[src/rtl/lut4_cfg_readback_pkg.sv]
// Shared definitions for the LUT4 configuration readback block:
// truth-table width, default frame header, FSM state type and frame length.
package lut4_cfg_pkg;

  localparam int LUT_BITS = 16;
  localparam logic [7:0] SYNC_WORD_DEFAULT = 8'hA5;

  typedef enum logic [1:0] {
    IDLE  = 2'd0,
    SHIFT = 2'd1,
    DONE  = 2'd2
  } state_t;

  // Sync header + payload + one parity bit.
  function automatic int frame_len(input int num_luts);
    return 8 + num_luts * LUT_BITS + 1;
  endfunction

endpackage

[src/rtl/lut4_cfg_readback_if.sv]
// Serial readback port. Handshake: a bit transfers on every rising clk edge
// where sdo_valid && sdo_ready; while sdo_valid is high and sdo_ready is low
// the producer holds sdo stable. busy/done are status toward the consumer.
interface lut4_cfg_readback_if;
  logic sdo;
  logic sdo_valid;
  logic sdo_ready;
  logic busy;
  logic done;

  modport master (
    output sdo,
    output sdo_valid,
    input  sdo_ready,
    output busy,
    output done
  );

  modport slave (
    input  sdo,
    input  sdo_valid,
    output sdo_ready,
    input  busy,
    input  done
  );
endinterface

[src/rtl/lut4_cfg_readback_piso.sv]
// Parallel-in serial-out register for the sync word + truth-table snapshot.
// Shifts left (MSB out first), zero-filling from the bottom.
module cfg_piso #(
  parameter int WIDTH = 72
) (
  input  logic             clk,
  input  logic             rst_n,
  input  logic             i_load,
  input  logic             i_shift,
  input  logic [WIDTH-1:0] i_data,
  output logic             o_msb
);

  logic [WIDTH-1:0] r_sr;

  // Load takes priority; shift only advances on an accepted bit.
  always_ff @(posedge clk or negedge rst_n) begin
    if (!rst_n) begin
      r_sr <= '0;
    end else if (i_load) begin
      r_sr <= i_data;
    end else if (i_shift) begin
      r_sr <= {r_sr[WIDTH-2:0], 1'b0};
    end
  end

  assign o_msb = r_sr[WIDTH-1];

endmodule

[src/rtl/lut4_cfg_readback.sv]
// LUT4 configuration readback: snapshots the live truth tables on start and
// streams sync word, payload (MSB first) and an even-parity bit one bit per
// accepted handshake.
module lut4_cfg_readback
  import lut4_cfg_pkg::*;
#(
  parameter int         NUM_LUTS  = 4,
  parameter logic [7:0] SYNC_WORD = SYNC_WORD_DEFAULT
) (
  input  logic                         clk,
  input  logic                         rst_n,
  input  logic                         ena,
  input  logic                         start,
  input  logic [NUM_LUTS*LUT_BITS-1:0] cfg_in,
  lut4_cfg_readback_if.master          bus,
  output state_t                       dbg_state
);

  localparam int FRAME_LEN = frame_len(NUM_LUTS);
  localparam int CNT_W     = $clog2(FRAME_LEN);
  localparam int SR_W      = 8 + NUM_LUTS * LUT_BITS;
  localparam logic [CNT_W-1:0] LAST_CNT = CNT_W'(FRAME_LEN - 1);

  state_t           r_state;
  logic [CNT_W-1:0] r_cnt;
  logic             r_parity;
  logic             r_valid;
  logic             r_busy;
  logic             r_done;

  logic w_start_ok;
  logic w_load;
  logic w_accept;
  logic w_last;
  logic w_shift;
  logic w_msb;

  // A new frame may begin from IDLE or straight out of the DONE cycle.
  assign w_start_ok = (r_state == IDLE) || (r_state == DONE);
  assign w_load     = ena && start && w_start_ok;
  assign w_accept   = ena && bus.sdo_ready && (r_state == SHIFT);
  assign w_last     = (r_cnt == LAST_CNT);
  // The parity bit is not in the shift register, so its acceptance needs no shift.
  assign w_shift    = w_accept && !w_last;

  cfg_piso #(
    .WIDTH (SR_W)
  ) u_piso (
    .clk     (clk),
    .rst_n   (rst_n),
    .i_load  (w_load),
    .i_shift (w_shift),
    .i_data  ({SYNC_WORD, cfg_in}),
    .o_msb   (w_msb)
  );

  // Frame sequencing: snapshot on start, count accepted bits, one-cycle DONE.
  always_ff @(posedge clk or negedge rst_n) begin
    if (!rst_n) begin
      r_state  <= IDLE;
      r_cnt    <= '0;
      r_parity <= 1'b0;
      r_valid  <= 1'b0;
      r_busy   <= 1'b0;
      r_done   <= 1'b0;
    end else if (ena) begin
      case (r_state)
        IDLE, DONE: begin
          r_done <= 1'b0;
          if (start) begin
            r_state  <= SHIFT;
            r_cnt    <= '0;
            r_parity <= ^cfg_in;
            r_valid  <= 1'b1;
            r_busy   <= 1'b1;
          end else begin
            r_state  <= IDLE;
          end
        end
        SHIFT: begin
          if (bus.sdo_ready) begin
            if (w_last) begin
              r_state <= DONE;
              r_valid <= 1'b0;
              r_busy  <= 1'b0;
              r_done  <= 1'b1;
            end else begin
              r_cnt <= r_cnt + 1'b1;
            end
          end
        end
        default: begin
          r_state <= IDLE;
          r_valid <= 1'b0;
          r_busy  <= 1'b0;
          r_done  <= 1'b0;
        end
      endcase
    end
  end

  // Parity replaces the (already exhausted) shift register on the last count.
  assign bus.sdo       = ((r_state == SHIFT) && w_last) ? r_parity : w_msb;
  // A stalled design must not present a transferable bit.
  assign bus.sdo_valid = r_valid && ena;
  assign bus.busy      = r_busy;
  assign bus.done      = r_done;
  assign dbg_state     = r_state;

endmodule
[src/flat_wrapper.sv]
// flat-port wrapper written by rule: the top's interface ports become plain ports
module lut4_cfg_readback_flat import lut4_cfg_pkg::*;
#(
  parameter int         NUM_LUTS  = 4,
  parameter logic [7:0] SYNC_WORD = SYNC_WORD_DEFAULT
)
  (clk, rst_n, ena, start, cfg_in, dbg_state, bus_sdo, bus_sdo_valid, bus_sdo_ready, bus_busy, bus_done);
  lut4_cfg_readback_if bus_i ();
  input  logic clk;
  input  logic rst_n;
  input  logic ena;
  input  logic start;
  input  logic [NUM_LUTS*LUT_BITS-1:0] cfg_in;
  output state_t dbg_state;
  output wire logic [$bits(bus_i.sdo)-1:0] bus_sdo;
  output wire logic [$bits(bus_i.sdo_valid)-1:0] bus_sdo_valid;
  input wire logic [$bits(bus_i.sdo_ready)-1:0] bus_sdo_ready;
  output wire logic [$bits(bus_i.busy)-1:0] bus_busy;
  output wire logic [$bits(bus_i.done)-1:0] bus_done;
  assign bus_sdo = bus_i.sdo;
  assign bus_sdo_valid = bus_i.sdo_valid;
  assign bus_i.sdo_ready = bus_sdo_ready;
  assign bus_busy = bus_i.busy;
  assign bus_done = bus_i.done;
  lut4_cfg_readback #(.NUM_LUTS(NUM_LUTS), .SYNC_WORD(SYNC_WORD)) u_core (.clk(clk), .rst_n(rst_n), .ena(ena), .start(start), .cfg_in(cfg_in), .bus(bus_i), .dbg_state(dbg_state));
endmodule
[config.mk]
export PLATFORM = sky130hd
export DESIGN_NAME = lut4_cfg_readback_flat
export DESIGN_NICKNAME = d
export VERILOG_FILES = /design/src/rtl/lut4_cfg_readback_pkg.sv /design/src/rtl/lut4_cfg_readback_if.sv /design/src/rtl/lut4_cfg_readback_piso.sv /design/src/rtl/lut4_cfg_readback.sv /design/src/flat_wrapper.sv
export SDC_FILE = /design/constraint.sdc
export NUM_CORES = 1
export LEC_CHECK = 0
export BUFFER_PORTS_ARGS = -buffer_cell sky130_fd_sc_hd__buf_4
export CORE_ASPECT_RATIO = 0.5
export CORE_MARGIN = 2
export CORE_UTILIZATION = 45
export DETAILED_ROUTE_END_ITERATION = 12
export HOLD_SLACK_MARGIN = 0.06
export PLACE_DENSITY = 0.75
export SETUP_SLACK_MARGIN = 0.3
export SYNTH_ARGS = -nofsm -noshare
export SYNTH_HDL_FRONTEND = slang
export SYNTH_HIERARCHICAL = 1
export SYNTH_SLANG_ARGS = --single-unit
export TNS_END_PERCENT = 1
[constraint.sdc]
create_clock -name clk -period 2.95 [get_ports clk]
set_input_delay 0.1475 -clock clk [delete_from_list [all_inputs] [get_ports clk]]
set_output_delay 0.1475 -clock clk [all_outputs]
set_load 0.05 [all_outputs]
==> results.md, run 1 <==
- Clock transition at path regs: 60 ps
- Initial DRC count: 236
- DRT Wirelength: 9700 um
- Gr ovfl total: 0
- Start point of the critical path: u_core/r_cnt[1]
- Initial Util: 46.9%
- IO Port Bufs: 74
- Post-DRT Antenna Nets: 0
- Highest metal used: met4
- Max Fclk: 455 MHz
- Syn Area/Cell: 10.2 um2
- Critical Path Sink: bus_sdo
- Slew margin rel.: 32.2%
- Synth Cell Area: 0.00449 mm2
- Via/cell ratio: 4.81
- Worst EP arrival: 2050 ps
- GRT Util Overall: 19.4%
- RePlAce Congestion: 0.748
- Rows: 25
- Crit share post-route: 74.4%
- TritonCTS clock tree: done
- Full die area: 0.0108 mm2
- Inst Count DP: 634
- Leak: 2.45 nW
- Reg-to-reg endpoint: u_core/u_piso/r_sr[3]
- Drt pass-1 iters: 4
- Setup total negative slack: 0 ps
- Tot Pwr: 4.71 mW
- Cell accounting for the most synthesized area: dfrtp_1
- Clock Skew: 5.13 ps
- RSZ-0062 raised after global routing: false
- Root Buffer: clkbuf_16
- Max incr delay on CP: 420 ps
- Max clock buf depth: 2
- Commonest register cell after synthesis: dfrtp_1
- PD cells: 788 mW/mm2
- Largest net degree at the start of global routing: 106
- Vias in the first global route: 3354
- IO Pins: 75
- Footprint of the multi-input gates: 0.00222 mm2
- Synth cell types: 33
- Register area: 0.00208 mm2
- First-pass GRT wire length: 16400 um
- Crit path required time: 2800 ps
- Vias: 3400
- Endpoint class of the critical path: output port
- Core Area: 0.00957 mm2
- Fin Hold WS: 65.8 ps
- Async set or reset register ratio after synthesis: 100%
- Post-synth EDFFs: 0
- Fin. Hold Viols: 0
- Post-synth top area share: 46.3%
- Count leader, synth: dfrtp_1
- Final cell count without fillers: 707
- M1 WL: 4330 um
- Cells after synthesis: 441
- Syn-to-layout area delta: 33.1%
- Number of cells on the worst reg-to-reg path: 8
- Share of layout cells above drive strength 1: 17.0%
- HP Class: in2reg
- Metal2 WL: 4870 um
- Commonest cells post-synth: dfrtp_1, nand2_1, mux2i_1
- Post-CTS Setup Bufs: 0
- HPWL after DPL: 6070 um
- Num CTS Buffers: 9
- Final max-slew violation count: 0
- Reg-to-reg setup timing slack: 750 ps
- Top cells by area, synth: dfrtp_1, mux2i_1, xnor2_1
- Worst r2r src: u_core/r_cnt[0]
- CTS sink count: 83
- Crit-path cells: inv_1, ha_1, nand4bb_1, nor3b_2, nand2_1, mux2_2, buf_4
- Crit-path slowest cell: dfrtp_1
- Crit path time final: 2200 ps
- Antenna Diode Count: 0
- Max_cap viols: 0
- Setup Viol. Count Final: 0
- Post-DR wirelength/cell: 13.7 um
- Met3 WL post-DR: 366 um
- Synth Register Bits: 83
- Peak VDD IR: 0.411 mV
- Worst skew pair latency: 330 ps
- Crit start category: register
- Worst slew pin tran: 1020 ps
- Die Ht: 74.6 um
- CP max FO: 5
- H-Tree Depth: 3
- Nets: 638
- Status: finished, final reports clean
- Fill cells: 776
- DRC Markers: 0
- Critical path type: reg2out
- Die X: 145 um
- Syn. warnings: 6
- Initial antenna violation count: 0
- Sequential element share of the synthesized area: 46.3%
## registers in the layout, indices dropped and copies added (netlist names)
name and cells:
u_core/r_parity 1, u_core/r_cnt 7, u_core/bus.busy 1, u_core/u_piso/r_sr 72, u_core/dbg_state 2
## layout by cell type (no fill, tap or decap), types with 3 or more instances in the layout
| cell type | instances |
|---|---|
| o21ai_1 | 69 |
| buf_12 | 3 |
| nor2_1 | 5 |
| inv_1 | 4 |
| nand2_1 | 82 |
| clkbuf_16 | 9 |
| dlygate4sd3_1 | 57 |
| a21oi_1 | 5 |
| clkinv_2 | 3 |
| buf_4 | 75 |
| o21ai_0 | 6 |
| xnor2_1 | 58 |
| dfrtp_1 | 83 |
| xor2_1 | 8 |
| mux2i_1 | 71 |
| conb_1 | 8 |
## kinds of logic after synthesis
family | count (synthesis) | synth area share, %
and+or+nand+nor | 102 | 9.51
AOI/OAI and AO/OA | 84 | 9.56
DFF | 83 | 46.3
muxes | 72 | 16.1
xor gates and xnor gates | 66 | 12.9
buffers and inverters | 30 | 4.96
adders and majority gates | 2 | 0.557
other | 2 | 0.167
## how the worst min path moves through the flow
stage,depth (start not counted),from,slack (ps),to
after global placement,3,cfg_in[47],380,u_core/u_piso/r_sr[47]
after global routing,3,cfg_in[32],60,u_core/u_piso/r_sr[32]
after CTS,3,cfg_in[20],60,u_core/u_piso/r_sr[20]
after detailed placement,1,rst_n,390,u_core/u_piso/r_sr[45]
after floorplan,0,rst_n,-150,u_core/bus.busy
final,3,cfg_in[13],70,u_core/u_piso/r_sr[13]
## routing by layer
metal	track usage, %	vias to the layer above
met5	0	-
met4	6.21	0
met3	4.18	12
met2	34.1	45
met1	24.8	1617
li1	-	1726
## layout make-up
cell class / count / share of cell area, %
clock inverters: 5 / 0.880
inverters: 4 / 0.251
well taps: 135 / 2.83
repair buffers: 135 / 20.0
multi-input cells: 334 / 37.2
flip-flops and latches: 83 / 34.8
clock buffers: 11 / 4.06
## where the power goes
part | leakage (nW) | internal [mW] | switching, mW
Clock | 0.145 | 0.674 | 0.432
Sequential | 1.00 | 1.69 | 0.331
Combinational | 1.31 | 0.794 | 0.790
## worst max-delay path, delay by kind of cell (launching register included)
kind | cells | cell delay (ps)
DFF | 1 | 420
and+or+nand+nor | 3 | 590
buffers and inverters | 2 | 270
muxes | 1 | 300
adders and majority gates | 1 | 130
## through the flow
stage	utilization (%)	cell area [um2]	setup slack, ps
floorplan	-	4510	918
global placement	53.4	5110	944
detailed placement	53.4	5110	848
CTS	62.4	5970	742
global route	62.4	5970	621
finish	62.4	5970	754
## timing repair
action | CTS | global route
hold endpoints to repair | 139 | 0
gates resized for setup | 0 | 0
hold buffers | 57 | 0
Note: power is estimated with default switching activity, not from simulation.
==> run 2, diff against run 1 <==
--- a/config.mk
+++ b/config.mk
@@ -11,7 +11,7 @@
 export CORE_UTILIZATION = 45
 export DETAILED_ROUTE_END_ITERATION = 12
 export HOLD_SLACK_MARGIN = 0.06
-export PLACE_DENSITY = 0.75
+export PLACE_DENSITY = 0.78
 export SETUP_SLACK_MARGIN = 0.3
 export SYNTH_ARGS = -nofsm -noshare
 export SYNTH_HDL_FRONTEND = slang
==> constraint.sdc (replaced) <==
create_clock -name clk -period 2 [get_ports clk]
set_input_delay 0.1 -clock clk [delete_from_list [all_inputs] [get_ports clk]]
set_output_delay 0.1 -clock clk [all_outputs]
set_load 0.05 [all_outputs]
==> run 2 against run 1 <==
  * The flow now finishes with violations (negative setup slack)
  * Count of clock-buffer cells in the layout is the same
  * Non-clock buffer count grew 25
  * Sequential power grew 50%
  * Critical path depth rose by 1
  * Global-route usage grew 1.8 points
  * Cell count rose by 3.5%
  * Clock skew hardly changed
  * Clock power is 65% higher
  * Flip-flop and latch count unchanged
  * Largest cell class unchanged
==> results.md, run 2 (synthesized netlist as in run 1, its figures left out) <==
- Crit path time final: 2060 ps
- Endpoint class of the critical path: output port
- Status: complete, but fails checks
- IO Port Bufs: 74
- Core Area: 0.00957 mm2
- Leak: 2.64 nW
- Via/cell ratio: 4.95
- Worst EP arrival: 1960 ps
- Root Buffer: clkbuf_16
- Post-DRT Antenna Nets: 0
- Nets: 663
- Largest net degree at the start of global routing: 82
- Critical path type: reg2out
- Setup Viol. Count Final: 5
- GRT Util Overall: 21.2%
- Crit share post-route: 103%
- Max clock buf depth: 2
- Full die area: 0.0108 mm2
- Commonest non-fill, non-tap cell in the layout: buf_4
- Peak VDD IR: 0.653 mV
- RSZ-0062 raised after global routing: true
- Fin. Hold Viols: 0
- TritonCTS clock tree: done
- Worst skew pair latency: 340 ps
- Crit start category: register
- Failing checks: negative setup slack
- Die X: 145 um
- Setup total negative slack: -113 ps
- Share of layout cells above drive strength 1: 21.4%
- Clock transition at path regs: 60 ps
- Initial antenna violation count: 0
- Final cell count without fillers: 732
- H-Tree Depth: 3
- DRT Wirelength: 11100 um
- Inst Count DP: 642
- CP max FO: 3
- Finished Core Util: 66.7%
- Slew margin rel.: 50.8%
- Clock Skew: 5.10 ps
- HP Class: in2async
- Max Fclk: 485 MHz
- Most frequent cells in the layout: buf_4, dfrtp_1, nand2_1
- PD cells: 1170 mW/mm2
- Final max-slew violation count: 0
- Crit path required time: 1900 ps
- Vias in the first global route: 3781
- Num CTS Buffers: 9
- RePlAce Congestion: 0.784
- First-pass GRT wire length: 17900 um
- Die Ht: 74.6 um
- Initial Util: 46.9%
- Tot Pwr: 7.50 mW
- Largest register by flop count: u_core/u_piso/r_sr
- Max FFs per register: 72
- Initial DRC count: 203
- Antenna Diode Count: 0
- Gr ovfl total: 0
- Max_cap viols: 0
- HPWL after DPL: 6330 um
- IO Pins: 75
- Setup slack after layout: -60.7 ps
- Rows: 25
- DRC Markers: 0
- Syn-to-layout area delta: 42.2%
- Drt pass-1 iters: 5
- Vias: 3623
- Worst slew pin tran: 738 ps
- CTS sink count: 83
- Post-DR wirelength/cell: 15.2 um
## run 2: path summary, 6_finish.rpt
path / from / to / slack [ps] / depth (start not counted)
max: u_core/r_cnt[0] / bus_sdo / -60 / 8
min: rst_n / u_core/u_piso/r_sr[43] / 360 / 2
max reg2reg: u_core/r_cnt[0] / u_core/r_cnt[4] / -30 / 9
min reg2reg: u_core/u_piso/r_sr[48] / u_core/u_piso/r_sr[49] / 550 / 2
max in group asynchronous: rst_n / u_core/u_piso/r_sr[45] / 970 / 3
min in group clk: cfg_in[51] / u_core/u_piso/r_sr[51] / 520 / 4
## run 2: where the power goes
group	total, mW	internal [mW]	switching, mW
combinational	2.64	1.35	1.29
sequential	3.03	2.49	0.537
clock	1.83	1.15	0.673
## run 2: per-layer routing
metal | GRT usage [%] | part of all wire (%) | up-vias
met5 | 0 | 0 | -
met4 | 8.50 | 1.9 | 0
met3 | 4.85 | 3.8 | 20
met2 | 38.5 | 52 | 79
met1 | 25.4 | 42 | 1749
li1 | - | - | 1775
## run 2: what timing repair did
action,CTS,global route
setup endpoints to repair,80,81
gates resized for setup,4,20
hold endpoints to repair,122,0
hold buffers,68,0
pin swaps,17,27
setup buffers,3,3
## run 2: final cells by class
cell class                      count  area [um2]
Fill cell                         698        3190
Multi-Input combinational cell    334        2310
Sequential cell                    83        2080
Timing Repair Buffer              160        1480
Clock buffer                       11         253
Tap cell                          135         169
Clock inverter                      5        75.1
Inverter                            4        15.0
## run 2: metrics by stage
stage | hold slack (ps) | setup slack [ps] | instance area, um2
2_1_floorplan | -196 | 202 | 4520
3_3_place_gp | 215 | 135 | 5230
3_5_place_dp | 209 | 53.6 | 5230
4_1_cts | 388 | -62.0 | 6270
5_1_grt | 434 | -111 | 6380
6_report | 356 | -60.7 | 6380
## run 2: critical path, cell delays in order (launching register included)
cell and delay, ps:
dfrtp_1 400, inv_2 80, ha_4 120, nand4bb_1 150
nor3b_4 240, buf_6 140, nand2_4 40, mux2_4 300
buf_8 150
==> run 3, diff against run 2 <==
--- a/config.mk
+++ b/config.mk
@@ -5,13 +5,13 @@
 export SDC_FILE = /design/constraint.sdc
 export NUM_CORES = 1
 export LEC_CHECK = 0
-export BUFFER_PORTS_ARGS = -buffer_cell sky130_fd_sc_hd__buf_4
 export CORE_ASPECT_RATIO = 0.5
 export CORE_MARGIN = 2
 export CORE_UTILIZATION = 45
 export DETAILED_ROUTE_END_ITERATION = 12
+export DONT_BUFFER_PORTS = 1
 export HOLD_SLACK_MARGIN = 0.06
-export PLACE_DENSITY = 0.78
+export PLACE_DENSITY = 0.71
 export SETUP_SLACK_MARGIN = 0.3
 export SYNTH_ARGS = -nofsm -noshare
 export SYNTH_HDL_FRONTEND = slang
==> run 3 against run 2 <==
  * The flow finishes with violations (negative hold slack, negative setup slack)
  * Clock power is 15% lower
  * Core utilization decreased by 7.6 points
  * Largest power group unchanged
  * Count of clock-buffer cells in the layout shrank 2
  * Die area unchanged
  * Critical path depth fell by 2
  * Cell count fell by 11%
  * Maximum frequency rose by 1.6%
  * Routed wire length is 10% lower
==> results.md, run 3 (synthesized netlist as in run 1, its figures left out) <==
- Crit path required time: 1900 ps
- Post-CTS Hold Fix Bufs: 67
- Fin. Hold Viols: 83
- Worst skew pair latency: 330 ps
- Reg-to-reg setup timing slack: 10 ps
- Drt pass-1 iters: 4
- Die X: 145 um
- Root Buffer: clkbuf_16
- Nets: 585
- Leak: 2.21 nW
- Finished Core Util: 59.1%
- Share of layout cells above drive strength 1: 7.95%
- Worst EP arrival: 1930 ps
- Number of cells on the worst reg-to-reg path: 8
- Core Area: 0.00957 mm2
- Most frequent cells in the layout: dfrtp_1, nand2_1, o21ai_1
- Largest register by flop count: u_core/u_piso/r_sr
- Setup slack after layout: -28.8 ps
- DRC Markers: 0
- Die Ht: 74.6 um
- Max_cap viols: 0
- Tot Pwr: 6.85 mW
- IO Pins: 75
- Critical Path Sink: bus_sdo
- Antenna Diode Count: 0
- Initial Util: 46.9%
- Setup Viol. Count Final: 1
- Syn-to-layout area delta: 26.0%
- Clock Skew: 6.08 ps
- Crit-path slowest cell: mux2_4
- HPWL after DPL: 6090 um
- CP max FO: 5
- RePlAce Congestion: 0.717
- DRT Wirelength: 9980 um
- Initial antenna violation count: 0
- Clock transition at path regs: 60 ps
- Crit-path cells: inv_1, ha_1, nand4bb_1, nor3b_4, nand2_2, mux2_4
- Peak VDD IR: 0.430 mV
- Rows: 25
- Worst r2r src: u_core/r_cnt[0]
- RSZ-0062 raised after global routing: true
- Max clock buf depth: 2
- PD cells: 1210 mW/mm2
- Max incr delay on CP: 400 ps
- Critical path type: reg2out
- Gr ovfl total: 0
- Crit share post-route: 101%
- First-pass GRT wire length: 16800 um
- Fin Hold WS: -542 ps
- Start point of the critical path: u_core/r_cnt[0]
- Vias in the first global route: 3454
- Via/cell ratio: 5.09
- HP Class: in2async
- Reg-to-reg endpoint: u_core/u_piso/r_sr[5]
- Final cell count without fillers: 651
- Endpoint class of the critical path: output port
- Inst Count DP: 570
- H-Tree Depth: 3
- Crit start category: register
- Max Fclk: 493 MHz
- Vias: 3312
- Full die area: 0.0108 mm2
- Crit path time final: 2030 ps
- Status: complete, but fails checks
- Failing checks: negative hold slack, negative setup slack
- GRT Util Overall: 19.8%
- CTS sink count: 83
- Final max-slew violation count: 0
- Initial DRC count: 231
- Post-DR wirelength/cell: 15.3 um
- Num CTS Buffers: 9
- TritonCTS clock tree: done
- Commonest non-fill, non-tap cell in the layout: dfrtp_1
- Largest net degree at the start of global routing: 84
- Post-DRT Antenna Nets: 0
- Max FFs per register: 72
- IO Port Bufs: 0
[run 3: worst min path at each step]
stage | from | to | slack (ps)
after floorplan | rst_n | u_core/bus.busy | -200
after global placement | rst_n | u_core/u_piso/r_sr[43] | -190
after detailed placement | rst_n | u_core/u_piso/r_sr[43] | -190
after CTS | rst_n | u_core/u_piso/r_sr[54] | -560
after global routing | rst_n | u_core/u_piso/r_sr[54] | -560
final | rst_n | u_core/u_piso/r_sr[43] | -540
[run 3: area by class of cell]
type | instances | area [um2]
tap | 135 | 169
inverter | 4 | 15.0
timing repair buffer | 82 | 858
fill | 809 | 3920
multi-input combinational | 334 | 2260
clock inverter | 4 | 45.0
clock buffer | 9 | 225
sequential | 83 | 2080
[run 3: worst max-delay path, delay by kind of cell (launching register included)]
family | cells | cell delay (ps)
fa+ha+maj | 1 | 140
buf+inv | 1 | 60
flops | 1 | 370
mux | 1 | 400
simple gates | 3 | 620
[run 3: metrics by stage]
stage	instance area, um2	hold slack, ps	setup slack (ps)	TNS (ps)
2_1_floorplan	4520	-196	202	0
3_3_place_gp	4670	-194	112	0
3_5_place_dp	4670	-194	17.4	0
4_1_cts	5640	-556	-54.8	-54.8
5_1_grt	5650	-559	-110	-2370
6_report	5650	-542	-28.8	-28.8
[run 3: timing repair]
action / 4_1_cts / 5_1_grt
gates resized for setup: 8 / 4
hold endpoints to repair: 156 / 83
setup endpoints to repair: 79 / 82
gates cloned: 0 / 0
setup buffers: 1 / 0
pin swaps: 73 / 63
[run 3: where the power goes]
part / internal [mW] / total [mW] / switching (mW)
Clock: 0.938 / 1.56 / 0.622
Sequential: 2.49 / 2.97 / 0.477
Combinational: 1.18 / 2.32 / 1.13
Total: 4.61 / 6.85 / 2.23
[run 3: metal layers]
layer  GRT usage (%)  wire length, um  up-vias
li1                -                -     1629
met1            24.6             4550     1610
met2            34.6             4910       63
met3            6.12              447       10
met4            5.66               80        0
met5               0                0        -
